===== config.mk =====
export PLATFORM = sky130hd
export DESIGN_NAME = mc_sequencer
export DESIGN_NICKNAME = d
export VERILOG_FILES = /design/src/rtl/mc_pkg.sv /design/src/rtl/mc_wait_timer.sv /design/src/rtl/mc_sequencer.sv
export SDC_FILE = /design/constraint.sdc
export NUM_CORES = 1
export LEC_CHECK = 0
export ABC_AREA = 1
export BUFFER_PORTS_ARGS = -buffer_cell sky130_fd_sc_hd__buf_2
export CORE_UTILIZATION = 47
export CTS_CLUSTER_SIZE = 28
export DETAILED_ROUTE_END_ITERATION = 10
export PLACE_DENSITY_LB_ADDON = 0.05
export SETUP_SLACK_MARGIN = 0.2
export SYNTH_ARGS = -nofsm -noshare
export SYNTH_HDL_FRONTEND = slang
export SYNTH_HIERARCHICAL = 1
export SYNTH_SLANG_ARGS = --single-unit

===== constraint.sdc =====
create_clock -name clk -period 4.3 [get_ports clk]
set_clock_uncertainty 0.2 [all_clocks]
set_input_delay 0.43 -clock clk [delete_from_list [all_inputs] [get_ports clk]]
set_output_delay 0.43 -clock clk [all_outputs]
set_load 0.01 [all_outputs]

===== src/rtl/mc_pkg.sv =====
// mc_pkg: shared definitions for the multicycle main-control sequencer.
//   state_t      FSM state encoding
//   ALU_B_*      encodings of the ALU B-operand select (alu_src_b)
//   PC_SRC_*     encodings of the PC source select (pc_src)
//   dec_t        decoder fields captured in DECODE for use in later states
//   is_mem_state true for states that hold a memory request open
package mc_pkg;

  typedef enum logic [3:0] {
    S_IDLE,
    S_FETCH,
    S_DECODE,
    S_MEMADR,
    S_MEMRD,
    S_MEMWB,
    S_MEMWR,
    S_EXEC,
    S_ALUWB,
    S_BRANCH,
    S_JUMP,
    S_ERR
  } state_t;

  localparam logic [1:0] ALU_B_RT     = 2'b00;
  localparam logic [1:0] ALU_B_FOUR   = 2'b01;
  localparam logic [1:0] ALU_B_IMM    = 2'b10;
  localparam logic [1:0] ALU_B_IMMSL2 = 2'b11;

  localparam logic [1:0] PC_SRC_ALU    = 2'b00;
  localparam logic [1:0] PC_SRC_ALUOUT = 2'b01;
  localparam logic [1:0] PC_SRC_JUMP   = 2'b10;

  typedef struct packed {
    logic mem_to_reg;
    logic alu_src;
    logic reg_write;
  } dec_t;

  function automatic logic is_mem_state(input state_t s);
    return (s == S_FETCH) || (s == S_MEMRD) || (s == S_MEMWR);
  endfunction

endpackage


===== src/rtl/mc_wait_timer.sv =====
// mc_wait_timer: counts consecutive stalled cycles of a memory request and
// flags a timeout.
//   clk      in  clock
//   rst_n    in  synchronous active-low reset
//   en       in  current cycle is a stalled memory cycle (request open, ready low)
//   clr      in  restart the count (the FSM is changing state)
//   expired  out this stalled cycle is the MAX-th in a row; always 0 when MAX = 0
module mc_wait_timer #(
  parameter int unsigned MAX = 15
) (
  input  logic clk,
  input  logic rst_n,
  input  logic en,
  input  logic clr,
  output logic expired
);

  localparam int unsigned W = (MAX < 2) ? 1 : $clog2(MAX + 1);

  logic [W-1:0] cnt_q;
  logic [W:0]   cnt_inc;

  // cnt_q holds the stalls already seen, so cnt_inc counts the current cycle too.
  assign cnt_inc = {1'b0, cnt_q} + (W + 1)'(1);

  // A stalled cycle with ready low raises expired; a cycle with ready high never
  // has en set, so a completion on the boundary cycle always wins.
  assign expired = (MAX != 0) && en && (cnt_inc >= (W + 1)'(MAX));

  // NOTE: sequential state uses non-blocking assignments so every flop samples
  // the pre-edge values regardless of process ordering.
  always_ff @(posedge clk) begin
    if (!rst_n || clr) begin
      cnt_q <= '0;
    end else if (en && !(&cnt_q)) begin
      // Saturate so an unbounded stall (MAX = 0) cannot wrap back to zero.
      cnt_q <= cnt_inc[W-1:0];
    end
  end

endmodule


===== src/rtl/mc_sequencer.sv =====
// mc_sequencer: multicycle main-control FSM for the MIPS datapath. Turns the
// combinational decoder's per-instruction signals into per-cycle strobes and
// handshakes with memory through mem_req/mem_ready, trapping a stalled bus.
//
// Optional feature: define MC_PERF_CNT_EN to build the cycle and retired-
// instruction counters; otherwise cyc_cnt/instr_cnt are tied to 0.
//
// Ports:
//   clk, rst_n                 clock, synchronous active-low reset
//   mem_to_reg, mem_write,     decoder outputs, sampled in DECODE
//   branch, jump, alu_src,
//   reg_write
//   mem_ready                  memory completes the open request this cycle
//   mem_req, mem_we, i_or_d    memory request, write flag, address select
//   ir_write, pc_write,        datapath register strobes
//   pc_write_cond, reg_write_en
//   alu_src_a, alu_src_b,      datapath mux selects
//   pc_src
//   instr_done                 pulse in the last cycle of an instruction
//   bus_err                    high while trapped in ERR
//   cyc_cnt, instr_cnt         performance counters
module mc_sequencer
  import mc_pkg::*;
#(
  parameter int unsigned MEM_WAIT_MAX = 15,
  parameter int          CNT_W        = 32
) (
  input  logic             clk,
  input  logic             rst_n,
  input  logic             mem_to_reg,
  input  logic             mem_write,
  input  logic             branch,
  input  logic             jump,
  input  logic             alu_src,
  input  logic             reg_write,
  input  logic             mem_ready,
  output logic             mem_req,
  output logic             mem_we,
  output logic             i_or_d,
  output logic             ir_write,
  output logic             pc_write,
  output logic             pc_write_cond,
  output logic             reg_write_en,
  output logic             alu_src_a,
  output logic [1:0]       alu_src_b,
  output logic [1:0]       pc_src,
  output logic             instr_done,
  output logic             bus_err,
  output logic [CNT_W-1:0] cyc_cnt,
  output logic [CNT_W-1:0] instr_cnt
);

  state_t state_q, state_d;
  dec_t   dec_q;
  logic   wait_en;
  logic   expired;

  assign wait_en = is_mem_state(state_q) && !mem_ready;

  mc_wait_timer #(.MAX(MEM_WAIT_MAX)) u_wait_timer (
    .clk     (clk),
    .rst_n   (rst_n),
    .en      (wait_en),
    .clr     (state_d != state_q),
    .expired (expired)
  );

  always_ff @(posedge clk) begin
    if (!rst_n) state_q <= S_IDLE;
    else        state_q <= state_d;
  end

  // NOTE: dec_q is a plain data register with no reset; it is only read in
  // states that are reached through DECODE, which always loads it first.
  always_ff @(posedge clk) begin
    if (state_q == S_DECODE) dec_q <= '{mem_to_reg: mem_to_reg, alu_src: alu_src, reg_write: reg_write};
  end

  always_comb begin
    // NOTE: every output and state_d gets a default before the case so no path
    // leaves a variable unassigned (which would infer a latch).
    state_d       = state_q;
    mem_req       = 1'b0;
    mem_we        = 1'b0;
    i_or_d        = 1'b0;
    ir_write      = 1'b0;
    pc_write      = 1'b0;
    pc_write_cond = 1'b0;
    reg_write_en  = 1'b0;
    alu_src_a     = 1'b0;
    alu_src_b     = ALU_B_RT;
    pc_src        = PC_SRC_ALU;
    instr_done    = 1'b0;
    bus_err       = 1'b0;

    unique case (state_q)
      S_IDLE: state_d = S_FETCH;
      S_FETCH: begin
        mem_req   = 1'b1;
        alu_src_b = ALU_B_FOUR;
        if (mem_ready) begin
          ir_write = 1'b1;
          pc_write = 1'b1;
          state_d  = S_DECODE;
        end else if (expired) begin
          state_d = S_ERR;
        end
      end
      S_DECODE: begin
        alu_src_b = ALU_B_IMMSL2;
        if (jump)                        state_d = S_JUMP;
        else if (branch)                 state_d = S_BRANCH;
        else if (mem_to_reg | mem_write) state_d = S_MEMADR;
        else                             state_d = S_EXEC;
      end
      S_MEMADR: begin
        alu_src_a = 1'b1;
        alu_src_b = ALU_B_IMM;
        state_d   = dec_q.mem_to_reg ? S_MEMRD : S_MEMWR;
      end
      S_MEMRD: begin
        mem_req = 1'b1;
        i_or_d  = 1'b1;
        if (mem_ready)    state_d = S_MEMWB;
        else if (expired) state_d = S_ERR;
      end
      S_MEMWB: begin
        reg_write_en = 1'b1;
        instr_done   = 1'b1;
        state_d      = S_FETCH;
      end
      S_MEMWR: begin
        mem_req = 1'b1;
        mem_we  = 1'b1;
        i_or_d  = 1'b1;
        if (mem_ready) begin
          instr_done = 1'b1;
          state_d    = S_FETCH;
        end else if (expired) begin
          state_d = S_ERR;
        end
      end
      S_EXEC: begin
        alu_src_a = 1'b1;
        alu_src_b = dec_q.alu_src ? ALU_B_IMM : ALU_B_RT;
        state_d   = S_ALUWB;
      end
      S_ALUWB: begin
        reg_write_en = dec_q.reg_write;
        instr_done   = 1'b1;
        state_d      = S_FETCH;
      end
      S_BRANCH: begin
        alu_src_a     = 1'b1;
        alu_src_b     = ALU_B_RT;
        pc_src        = PC_SRC_ALUOUT;
        pc_write_cond = 1'b1;
        instr_done    = 1'b1;
        state_d       = S_FETCH;
      end
      S_JUMP: begin
        pc_src     = PC_SRC_JUMP;
        pc_write   = 1'b1;
        instr_done = 1'b1;
        state_d    = S_FETCH;
      end
      default: begin
        // ERR, and any unused encoding, traps until reset.
        bus_err = 1'b1;
        state_d = S_ERR;
      end
    endcase
  end

`ifdef MC_PERF_CNT_EN
  logic [CNT_W-1:0] cyc_q, instr_q;

  always_ff @(posedge clk) begin
    if (!rst_n) begin
      cyc_q   <= '0;
      instr_q <= '0;
    end else begin
      cyc_q <= cyc_q + CNT_W'(1);
      if (instr_done) instr_q <= instr_q + CNT_W'(1);
    end
  end

  assign cyc_cnt   = cyc_q;
  assign instr_cnt = instr_q;
`else
  assign cyc_cnt   = '0;
  assign instr_cnt = '0;
`endif

endmodule


# == Yosys cells after proc, flatten, opt, wreduce, memory -nomap -nowiden ==
# Index checks and enable logic that the tools add are counted.
# word_totals
reg_bits,11
input_bits,9
out_inout_bits,78
elab_cells,59
# op_classes
bitwise_logic,1
n_addsub,1
n_reduce_logical,17
mux,23
eq_ne,11
order_cmp,1
# op_table
op,count
$pmux W4 S7,1
$mux W4,6
$eq A4 B3 Y1 const B,4
$eq A4 B4 Y1 const B,3
$reduce_or A11 Y1,1
$eq A4 B2 Y1 const B,2
$mux W1,8
$pmux W2 S4,1
$pmux W1 S2,3
$reduce_or A3 Y1,2
$add A4 B1 Y5 const B,1
$ge A5 B4 Y1 const B,1
$reduce_or A5 Y1,1
$eq A4 B1 Y1 const B,1
$logic_not A4 Y1,1
$mux W2,2
$ne A4 B4 Y1,1
$pmux W2 S2,1
$reduce_and A4 Y1,1
$reduce_or A4 Y1,1
$logic_and A1 B1 Y1,3
$logic_not A1 Y1,3
$logic_or A1 B1 Y1,3
$mux W3,1
other kinds (2),2

# == Longest topological paths before layout ==
# Gate-level depths: netlist (run 1).
# depth
word_depth,10
depth_mapped,18
depth_no_buf,18

# == Hierarchy ==
# The synthesis (run 1) kept the hierarchy.
# modules_own_cells
mod,cells_each,area_per_inst_um2,n_inst,seq_area_each_um2
mc_sequencer,188,1147.4,1,170.2
mc_wait_timer,39,250.2,1,80.1

# == Worst setup path after synthesis (run 1) ==
# Ideal clock, no wire load.
# synth_timing
path_type,reg-to-reg
startpoint,reg state_q[0]
endpoint,reg u_wait_timer.cnt_q[3]
required_ns,4.026
stages_incl_launch_ff,17
n_path_buf,0
arrival_time_ns,2.099
period_less_slack_ns,2.373
setup_ns,0.074
slack_ns,1.927
cell_sequence,dfxtp_1 inv_2 nor2_2 nand2_2 a21oi_1 inv_1 a21oi_1 nor2_1 nor2_1 nor2_1 nand3_1 nand2_1 nand2_1 nand3_1 nor2_1 o21ai_0 a31oi_1
# synth_between
elab_chain_cells,10
elab_cells_between_ends,24
# synth_rtl
item,line_no,text
from (decl),mc_sequencer.sv:53,"state_t state_q, state_d;"
from (signal assigned),mc_sequencer.sv:70,else state_q <= state_d;
$eq A4 B1 Y1 or $eq A4 B3 Y1 (tied branches),mc_pkg.sv:40,return (s == S_FETCH) || (s == S_MEMRD) || (s == S_MEMWR);
$logic_or A1 B1 Y1,mc_pkg.sv:40,
$logic_or A1 B1 Y1 (*),mc_pkg.sv:40,
$logic_and A1 B1 Y1 (*),mc_sequencer.sv:58,assign wait_en = is_mem_state(state_q) && !mem_ready;
named net wait_en,mc_sequencer.sv:55,logic wait_en;
$logic_and A1 B1 Y1 (*),mc_wait_timer.sv:28,assign expired = (MAX != 0) && en && (cnt_inc >= (W + 1)'(MAX));
named net expired,mc_sequencer.sv:56,logic expired;
$mux W4 (*),"mc_sequencer.sv:105, mc_sequencer.sv:125, mc_sequencer.sv:139",
"$mux W4, on equally long branches","mc_sequencer.sv:136, mc_sequencer.sv:101, mc_sequencer.sv:124",
$pmux W4 S7 (*),mc_sequencer.sv:96,unique case (state_q)
$ne A4 B4 Y1 (*),mc_sequencer.sv:64,".clr (state_d != state_q),"
$logic_or A1 B1 Y1 (*),mc_wait_timer.sv:33,if (!rst_n || clr) begin
to (signal assigned),mc_wait_timer.sv:37,cnt_q <= cnt_inc[W-1:0];
to (decl),mc_wait_timer.sv:20,logic [W-1:0] cnt_q;
# Mark *: on every way through the listed nets, which the timed path passes. The rest lies on a longest branch.
# A chain may end at the register's enable or synchronous reset.

# == Worst setup path after layout (run 1) ==
# Same ends and word-level chain as after synthesis.

==> results of run 1 <==
## path summary, 6_finish.rpt
check	to	slack [ps]	depth (start not counted)
worst min register to register	u_wait_timer/cnt_q[3]	340	2
worst max register to register	u_wait_timer/cnt_q[3]	1450	16
worst min-delay path	dec_q[0]	130	1
worst max-delay path	u_wait_timer/cnt_q[3]	1450	16
## cell families (layout without fill, tap and decap cells)
group / after synthesis / in the layout / synth area share [%]
AND/OR/NAND/NOR: 105 / 105 / 31.5
buffers and inverters: 90 / 50 / 41.6
AO/OA/AOI/OAI: 18 / 18 / 6.89
flip-flops: 11 / 11 / 17.9
adder cells (fa/ha/maj): 2 / 2 / 1.79
other: 1 / 64 / 0.268
## synth_stat cells
cell type	count
sky130_fd_sc_hd__a21boi_1	1
sky130_fd_sc_hd__a21oi_1	7
sky130_fd_sc_hd__a31oi_1	2
sky130_fd_sc_hd__buf_4	65
sky130_fd_sc_hd__clkbuf_1	1
sky130_fd_sc_hd__conb_1	1
sky130_fd_sc_hd__dfxtp_1	8
sky130_fd_sc_hd__edfxtp_1	3
sky130_fd_sc_hd__ha_1	2
sky130_fd_sc_hd__inv_1	23
sky130_fd_sc_hd__inv_2	1
sky130_fd_sc_hd__nand2_1	41
sky130_fd_sc_hd__nand2_2	4
sky130_fd_sc_hd__nand3_1	14
sky130_fd_sc_hd__nand3_2	1
sky130_fd_sc_hd__nand3b_1	1
sky130_fd_sc_hd__nand4_1	1
sky130_fd_sc_hd__nor2_1	40
sky130_fd_sc_hd__nor2_2	2
sky130_fd_sc_hd__nor3_1	1
sky130_fd_sc_hd__o21ai_0	6
sky130_fd_sc_hd__o21ai_1	1
sky130_fd_sc_hd__o22ai_1	1
## worst max-delay path: stages (launching register included)
cell and delay, ps:
sky130_fd_sc_hd__dfxtp_1 460, sky130_fd_sc_hd__inv_2 120, sky130_fd_sc_hd__nor2_2 150, sky130_fd_sc_hd__nand2_2 110, sky130_fd_sc_hd__a21oi_1 310, sky130_fd_sc_hd__inv_1 70, sky130_fd_sc_hd__a21oi_1 320, sky130_fd_sc_hd__nor2_1 130
sky130_fd_sc_hd__nor2_1 120, sky130_fd_sc_hd__nor2_1 60, sky130_fd_sc_hd__nand3_1 70, sky130_fd_sc_hd__nand2_1 50, sky130_fd_sc_hd__nand2_1 80, sky130_fd_sc_hd__nand3_1 80, sky130_fd_sc_hd__nor2_1 210, sky130_fd_sc_hd__o21ai_0 120
sky130_fd_sc_hd__a31oi_1 140
## cells in the final DEF (no fill, tap or decap)
master / n
sky130_fd_sc_hd__a21oi_1: 7
sky130_fd_sc_hd__nand2_2: 4
sky130_fd_sc_hd__nor2_2: 2
sky130_fd_sc_hd__a21boi_1: 1
sky130_fd_sc_hd__nor2_1: 40
sky130_fd_sc_hd__clkbuf_1: 1
sky130_fd_sc_hd__buf_2: 22
sky130_fd_sc_hd__nand3_2: 1
sky130_fd_sc_hd__conb_1: 64
sky130_fd_sc_hd__clkbuf_4: 3
sky130_fd_sc_hd__nand2_1: 41
sky130_fd_sc_hd__ha_1: 2
sky130_fd_sc_hd__nand3b_1: 1
sky130_fd_sc_hd__inv_1: 23
sky130_fd_sc_hd__a31oi_1: 2
sky130_fd_sc_hd__nor3_1: 1
sky130_fd_sc_hd__inv_2: 1
sky130_fd_sc_hd__edfxtp_1: 3
sky130_fd_sc_hd__o22ai_1: 1
sky130_fd_sc_hd__nand3_1: 14
sky130_fd_sc_hd__nand4_1: 1
sky130_fd_sc_hd__o21ai_0: 6
sky130_fd_sc_hd__dfxtp_1: 8
sky130_fd_sc_hd__o21ai_1: 1
## per-stage QoR
step                      util, %  std cells  area (um^2)  hold WS [ps]
after floorplan                 -        290         1630           289
after global placement       46.4        277         1290           339
after detailed placement     46.4        277         1290           326
after CTS                    47.4        281         1320           126
after global routing         47.4        281         1320           126
final                        47.4        281         1320           129
## state kept, by name (all words and copies together), names as in the netlist
register and count:
dec_q 3, state_q 4, u_wait_timer/cnt_q 4
## where the power goes
group | switching (mW) | internal, mW | total [mW]
clock network | 0.0388 | 0.0360 | 0.0748
registers | 0.0158 | 0.119 | 0.135
logic | 0.150 | 0.0666 | 0.217
## area by class of cell
class	instances	area [um^2]	area share (%)
Timing Repair Buffer	22	110	8.36
Inverter	24	90.1	6.84
Multi-Input combinational cell	189	802	60.9
Clock buffer	4	26.3	1.99
Sequential cell	11	250	19.0
Tap cell	31	38.8	2.94
## routing by layer
metal,vias to the layer above,part of all wire (%)
met5,-,0
met2,66,46
met3,5,7.6
met4,0,1.6
met1,555,44
li1,620,-
==> summary by stage, run 1 <==
Run status
The flow ran to the end, and the final reports show no timing, DRC or antenna violations.

Yosys
The top cell type's share of synthesized area is 34.9%. In the synthesized netlist, the number of instances is 227. Summing every instance area after synthesis gives 1400 um^2. sky130_fd_sc_hd__buf_4 takes more of the synthesized area than any other cell. The sequential area share after synthesis is 17.9%. After synthesis, the cell types taking the most area are sky130_fd_sc_hd__buf_4 (35%), sky130_fd_sc_hd__dfxtp_1 (11%), sky130_fd_sc_hd__nand2_1 (11%), sky130_fd_sc_hd__nor2_1 (11%), sky130_fd_sc_hd__edfxtp_1 (6.4%). After synthesis the netlist holds a flip-flop and latch count of 11. In this run, distinct cell masters in the synthesized netlist total 23.

The yosys synthesis warning count is 6. A synthesized cell averages 6.16 um^2.

Route
After detailed routing, the number of vias per cell comes to 4.43. The total wire length is 2650 um. The iteration-0 DRC count of the detailed router is 47. The routed via count is 1246. The detailed-router iteration count before antenna repair is 4. Once detail routing completed, the nets flagged for antenna violations numbered 0. The number of design rule violations left after detail routing is 0.

Dividing the detail-routed wire length by the instance count gives 9.42 um.

Flow run
The tool flagged a number of max-cap violations equal to 0.

Placed design
The setup slack after placement is 1500 ps. The detailed-placement wirelength estimate is 2180 um. Buffers placed on the I/O ports in this run total 22. The final estimated routing congestion in global placement is 0.805.

Worst hold path
The beginning of the worst hold path is reg_write. The tightest min-delay check is of the in -> reg type.

Timing
The number of hold violations in the final report came to 0. Setup repair after global routing left no endpoint under its margin. The number of pins with negative max-slew slack in the final report is 0.

Setup violations remaining at the end of the flow were counted as 0. The final setup TNS is 0 ps. Dividing the final minimum period by the clock period gives 66.2%. The worst path in the final design needs a cycle of 2850 ps, including I/O delays and setup. Based on the critical path, the design can be clocked at up to 351 MHz. Once routing completed, OpenROAD measured the worst setup slack at 1450 ps.

Die
Pin placement for this block handled 87 I/O pins. The number of rows in the core area is 19. The floorplan step defined a die boundary enclosing 3200 um^2. In this run the vertical extent of the chip is 56.5 um.

The total core area is 2780 um^2. The initial utilization of the core area, before any placement, comes to 50.2%. The x dimension of the die is 56.5 um.

Layout
The synthesis-to-finish area growth is -5.73%. The number of diodes added for antenna fixing is 0. The filler cell count in the final layout is 321. The number of nets in the final layout is 262.

The fraction of final layout cells sized beyond drive strength 1 is 13.2%.

CTS
The latest clock arrival within the worst-skew pair is 270 ps. Clock tree synthesis inserted a total of 3 buffers. The cell sitting at the root of the clock tree is a sky130_fd_sc_hd__clkbuf_4. The maximum buffer depth of the clock tree is 2. The clock sink total is 11. CTS built an H-tree with a depth of 1.

After clock tree synthesis, the flow added hold-fix buffers numbering 0. After clock tree synthesis, the repair step resized 0 gates. Post-CTS timing repair inserted 0 buffers for setup. The clock-pin slew on the worst setup and hold paths is 70 ps.

TritonCTS built the clock tree.

GRT
The routing usage on met1 is 22.5%. The first global-routing pass estimated 4430 um of wire. The total routing usage reported by global routing is 17.3%. met2 is the most crowded layer. The via count of the first global-routing pass was 1012. Global routing used 2.07% of the available met3 tracks. Global routing finished with a remaining overflow of 0. Global routing used 29.2% of the available met2 tracks. Entering global routing, the biggest net connects 9 pins. The initial antenna violation count is 0.

Critical path
The start-to-end type of the worst setup path is reg -> reg. The maximum fanout count along the critical path is 7. STA classifies the critical path endpoint as a flop. At the worst endpoint, the arrival time is 2850 ps. At the worst endpoint, the required time is 4310 ps. The critical path launch point type is a flop. In this run the critical register-to-register path is launched from state_q[0]. In this run the worst setup path begins at state_q[0].

Pwr
The total design power is 0.427 mW. The static leakage power is 0.803 nW. The maximum VDD drop is 0.208 mV. Dividing total power by cell area gives a power density of 324 nW/um^2.
No activity file was read; power rests on OpenSTA's default activity.
==> run 2: changes to the inputs <==
--- a/config.mk
+++ b/config.mk
@@ -5,9 +5,9 @@
 export SDC_FILE = /design/constraint.sdc
 export NUM_CORES = 1
 export LEC_CHECK = 0
-export ABC_AREA = 1
+export ABC_AREA = 0
 export BUFFER_PORTS_ARGS = -buffer_cell sky130_fd_sc_hd__buf_2
-export CORE_UTILIZATION = 47
+export CORE_UTILIZATION = 40
 export CTS_CLUSTER_SIZE = 28
 export DETAILED_ROUTE_END_ITERATION = 10
 export PLACE_DENSITY_LB_ADDON = 0.05
==> constraint.sdc (replaced) <==
create_clock -name clk -period 2.5 [get_ports clk]
set_clock_uncertainty 0.2 [all_clocks]
set_input_delay 0.25 -clock clk [delete_from_list [all_inputs] [get_ports clk]]
set_output_delay 0.25 -clock clk [all_outputs]
set_load 0.01 [all_outputs]
==> run 2 against run 1 <==
Synthesized cell count down 19%. Critical path type unchanged. Core utilization decreased by 1.3 points. Via count down 7.4%. Worst setup slack got worse by 1200 ps. Total power grew 33%. Combinational power rose by 12%. Global-route usage shrank 3.1 points. Largest power group unchanged. Sequential cell count unchanged. Die area rose by 20%. Highest routed layer unchanged. Clock-buffer cell count is the same.
==> summary by stage, run 2 <==
Run status
The run finished with clean final reports.

CTS
TritonCTS built the clock tree. After clock tree synthesis, the clock-pin slew on the worst setup and hold paths is 70 ps. The clock net in this run drives a total of 11 sinks. In this run the deepest clock path goes through 2 buffers.

The CTS buffer count is 3. The clock root buffer is sky130_fd_sc_hd__clkbuf_4. In this run the number of H-tree levels came out at 1. The latest clock arrival within the worst-skew pair is 260 ps.

Route
The detailed-router iteration count before antenna repair is 4. The number of design rule violations left after detail routing is 0. Dividing the detail-routed wire length by the instance count gives 10.9 um. Dividing the detail-routed via count by the number of cells gives 4.37. The first routing iteration left 49 violations.

The routed via count is 1154. In this run the remaining antenna-violating nets after routing total 0. The total wire length is 2870 um.

Pwr
IR analysis of the VDD net gives a maximum drop of 0.165 mV. Power spread over the standard cell area amounts to 364 nW/um^2. Power comes to 0.567 mW. In this run the static leakage power is 0.729 nW.

Yosys
The number of unique standard cell types used by synthesis is 43. The async set or reset register ratio after synthesis is 0%. In the synthesized netlist the dominant register cell turns out to be sky130_fd_sc_hd__dfxtp_1. The number of standard cells after synthesis is 185. The top cell type's share of synthesized area is 33.9%.

The cell type contributing the most total cell area after synthesis is sky130_fd_sc_hd__buf_4. By count the netlist is led by sky130_fd_sc_hd__buf_4 (65), sky130_fd_sc_hd__nor2_1 (16), sky130_fd_sc_hd__a21oi_1 (12). Summing every instance area after synthesis gives 1440 um^2. The number of enable flip-flop cells after synthesis is 3.

For this run, the number of Yosys warnings is 6. By area the synthesized netlist is led by sky130_fd_sc_hd__buf_4 (34%), sky130_fd_sc_hd__dfxtp_1 (11%), sky130_fd_sc_hd__edfxtp_1 (6.3%), sky130_fd_sc_hd__a21oi_1 (4.2%), sky130_fd_sc_hd__nor2_1 (4.2%). The per-instance average area after synthesis is 7.79 um^2.

The sequential area share after synthesis is 17.4%. In this run, synthesis produced a sequential element count of 11. Yosys instantiated no cell more often than sky130_fd_sc_hd__buf_4.

GRT
The via count of the first global-routing pass is 893. The total grt overflow is 0. The maximum number of pins on one net before global-route repair is 20. The initial antenna violation count is 0. The first-pass GRT wire length is 4000 um. The total routing usage reported by global routing is 14.3%.

Timing
The worst path meets setup with 212 ps of slack. Of the available clock period, the critical path in the final layout requires 91.5%. Setup repair after global routing could not meet its margin everywhere. The timing-limited maximum frequency is 437 MHz. In the final timing run, aggregate negative setup slack is 0 ps. The post-route worst hold slack is 65.4 ps. The final setup violation count is 0. The number of pins with negative max-slew slack in the final report came to 0. After layout, the minimum clock period comes to 2290 ps. The number of hold violations in the final report was 0.

Worst hold path
The startpoint identified for the worst hold timing path is rst_n. The worst hold path passes through 2 cells. The class of the tightest hold or removal check is in -> reg. The worst-case hold path end point is state_q[1].

Critical path
Counting cells, the worst reg-to-reg path comes to 11. The slack of the worst reg-to-reg path is 210 ps. In this run the worst path has a maximum fanout of 4.

STA puts the critical path data required time at 2470 ps. The critical path launch point type is a flop. The kind of end point of the critical path is a flop.

The worst-path cell with the longest stage delay is sky130_fd_sc_hd__dfxtp_2. In this run the critical register-to-register path is launched from u_wait_timer/cnt_q[0]. By startpoint and endpoint, the worst setup path is classified as reg -> reg. The arrival time of the worst setup path is 2260 ps. In this design, the stage delay of the slowest critical-path cell is 340 ps. The dominant cell type by count on the critical path is sky130_fd_sc_hd__o2111ai_2. The endpoint identified for the worst register-to-register timing path is u_wait_timer/cnt_q[3]. Walking the worst path, the cells encountered are inv_2, ha_4, o21bai_4, o2111ai_2, o21ai_2, nand2b_1, a21oi_1, o32ai_2, o2111ai_2, nand2b_4, a311oi_2.

Die
The I/O pin count is 87. The initial cell density of the core is 42.5%. The region available for standard cell placement spans 3390 um^2. Measured along the x axis, the die boundary spans 62.0 um. The initialized floorplan defines 21 standard-cell rows. The floorplan step defined a die boundary enclosing 3850 um^2. The die is 62.0 um tall.

Placed design
The detailed-placement wirelength estimate is 2040 um. The cell area after placement is 1350 um^2. The congestion estimate from routability-driven global placement came to 0.812. The quantity of I/O buffers inserted on ports is 22. Once placement completed, the tool counted placed cells totaling 250. OpenSTA, run right after detailed placement, puts the worst setup slack at 19.8 ps.

Layout
The top cell types in the final layout, fill and taps aside, are sky130_fd_sc_hd__conb_1 (64), sky130_fd_sc_hd__buf_2 (22), sky130_fd_sc_hd__nor2_1 (15), sky130_fd_sc_hd__buf_4 (14), sky130_fd_sc_hd__a21oi_1 (11). The largest registers in the layout are state_q (4), u_wait_timer/cnt_q (4), dec_q (3). The final cell utilization of the core is 46.0%. 0 antenna diodes ended up in the layout. The number of nets in the final layout is 230. The total non-filler cell area in the finished layout is 1560 um^2. The post-route netlist has 32.6% of its cells at a drive strength greater than 1. Compared with the post-synthesis result, the final layout area differs by 8.25%. Leaving out fill and tap cells, the most frequent cell in the layout is sky130_fd_sc_hd__conb_1. The number of cells in the finished layout apart from fillers is 264.

Flow run
The max-cap check violation count is 0.
[run 2: cell count changes in the layout (fill, tap and decap cells not counted), moves of 4 or more]
cell | previous run | this run
sky130_fd_sc_hd__dfxtp_2 | 0 | 5
sky130_fd_sc_hd__inv_1 | 23 | 3
sky130_fd_sc_hd__nand2b_1 | 0 | 7
sky130_fd_sc_hd__dfxtp_1 | 8 | 3
sky130_fd_sc_hd__nor2b_1 | 0 | 4
sky130_fd_sc_hd__buf_4 | 0 | 14
sky130_fd_sc_hd__nand3_1 | 14 | 3
sky130_fd_sc_hd__nor2_1 | 40 | 15
sky130_fd_sc_hd__nand2_2 | 4 | 0
sky130_fd_sc_hd__nand2_1 | 41 | 6
sky130_fd_sc_hd__a21oi_1 | 7 | 11
[run 2: how the worst max path moves through the flow]
| stage | endpoint | depth (start not counted) | start | slack, ps |
|---|---|---|---|---|
| after floorplan | u_wait_timer/cnt_q[1] | 13 | state_q[0] | 200 |
| after global placement | u_wait_timer/cnt_q[1] | 10 | u_wait_timer/cnt_q[0] | 2 |
| after detailed placement | u_wait_timer/cnt_q[1] | 10 | u_wait_timer/cnt_q[0] | 20 |
| after CTS | u_wait_timer/cnt_q[1] | 11 | u_wait_timer/cnt_q[0] | 110 |
| after global routing | u_wait_timer/cnt_q[1] | 13 | u_wait_timer/cnt_q[0] | 130 |
| final | u_wait_timer/cnt_q[3] | 11 | u_wait_timer/cnt_q[0] | 210 |
[run 2: cell type report]
class | count | area [um^2]
clock buffers | 4 | 26.3
fillers | 358 | 1830
inverters | 4 | 15.0
multi-input cells | 159 | 948
flip-flops and latches | 11 | 256
well taps | 46 | 57.6
repair buffers | 40 | 256
[run 2: worst max-delay path, delay by kind of cell (launching register included)]
family | cells | cell delay (ps)
flops | 1 | 340
simple gates | 2 | 300
buf+inv | 1 | 50
compound gates | 7 | 1040
fa+ha+maj | 1 | 270
[run 2: report_power, final]
part / switching, mW / total [mW] / internal, mW
Combinational: 0.153 / 0.244 / 0.0910
Sequential: 0.00664 / 0.199 / 0.192
Clock: 0.0626 / 0.124 / 0.0617
Total: 0.222 / 0.567 / 0.345
[run 2: logic make-up (layout without fill, tap and decap cells)]
kind of cell / after synthesis / in the layout / share of synthesized area [%]
AOI/OAI and AO/OA: 38 / 38 / 18.3
xor gates and xnor gates: 1 / 1 / 0.608
adders and majority gates: 2 / 2 / 1.74
buffers and inverters: 78 / 48 / 40.6
DFF: 11 / 11 / 17.4
other: 1 / 64 / 0.260
and+or+nand+nor: 54 / 54 / 21.1
[run 2: timing repair]
| item | 4_1_cts | 5_1_grt |
|---|---|---|
| buffers inserted | 4 | 3 |
| endpoints found under the setup margin | 4 | 4 |
| hold buffers | 3 | 0 |
| hold endpoints to repair | 3 | 0 |
| gates resized for setup | 21 | 3 |
| pin swaps | 9 | 9 |
[run 2: layer usage]
layer | track usage [%] | part of all wire (%) | vias to the layer above | routed length (um)
met4 | 7.62 | 0.49 | 0 | 14
met2 | 24.2 | 52 | 51 | 1490
met1 | 16.8 | 42 | 535 | 1200
li1 | - | - | 566 | -
met5 | 0 | 0 | - | 0
met3 | 2.90 | 5.8 | 2 | 166
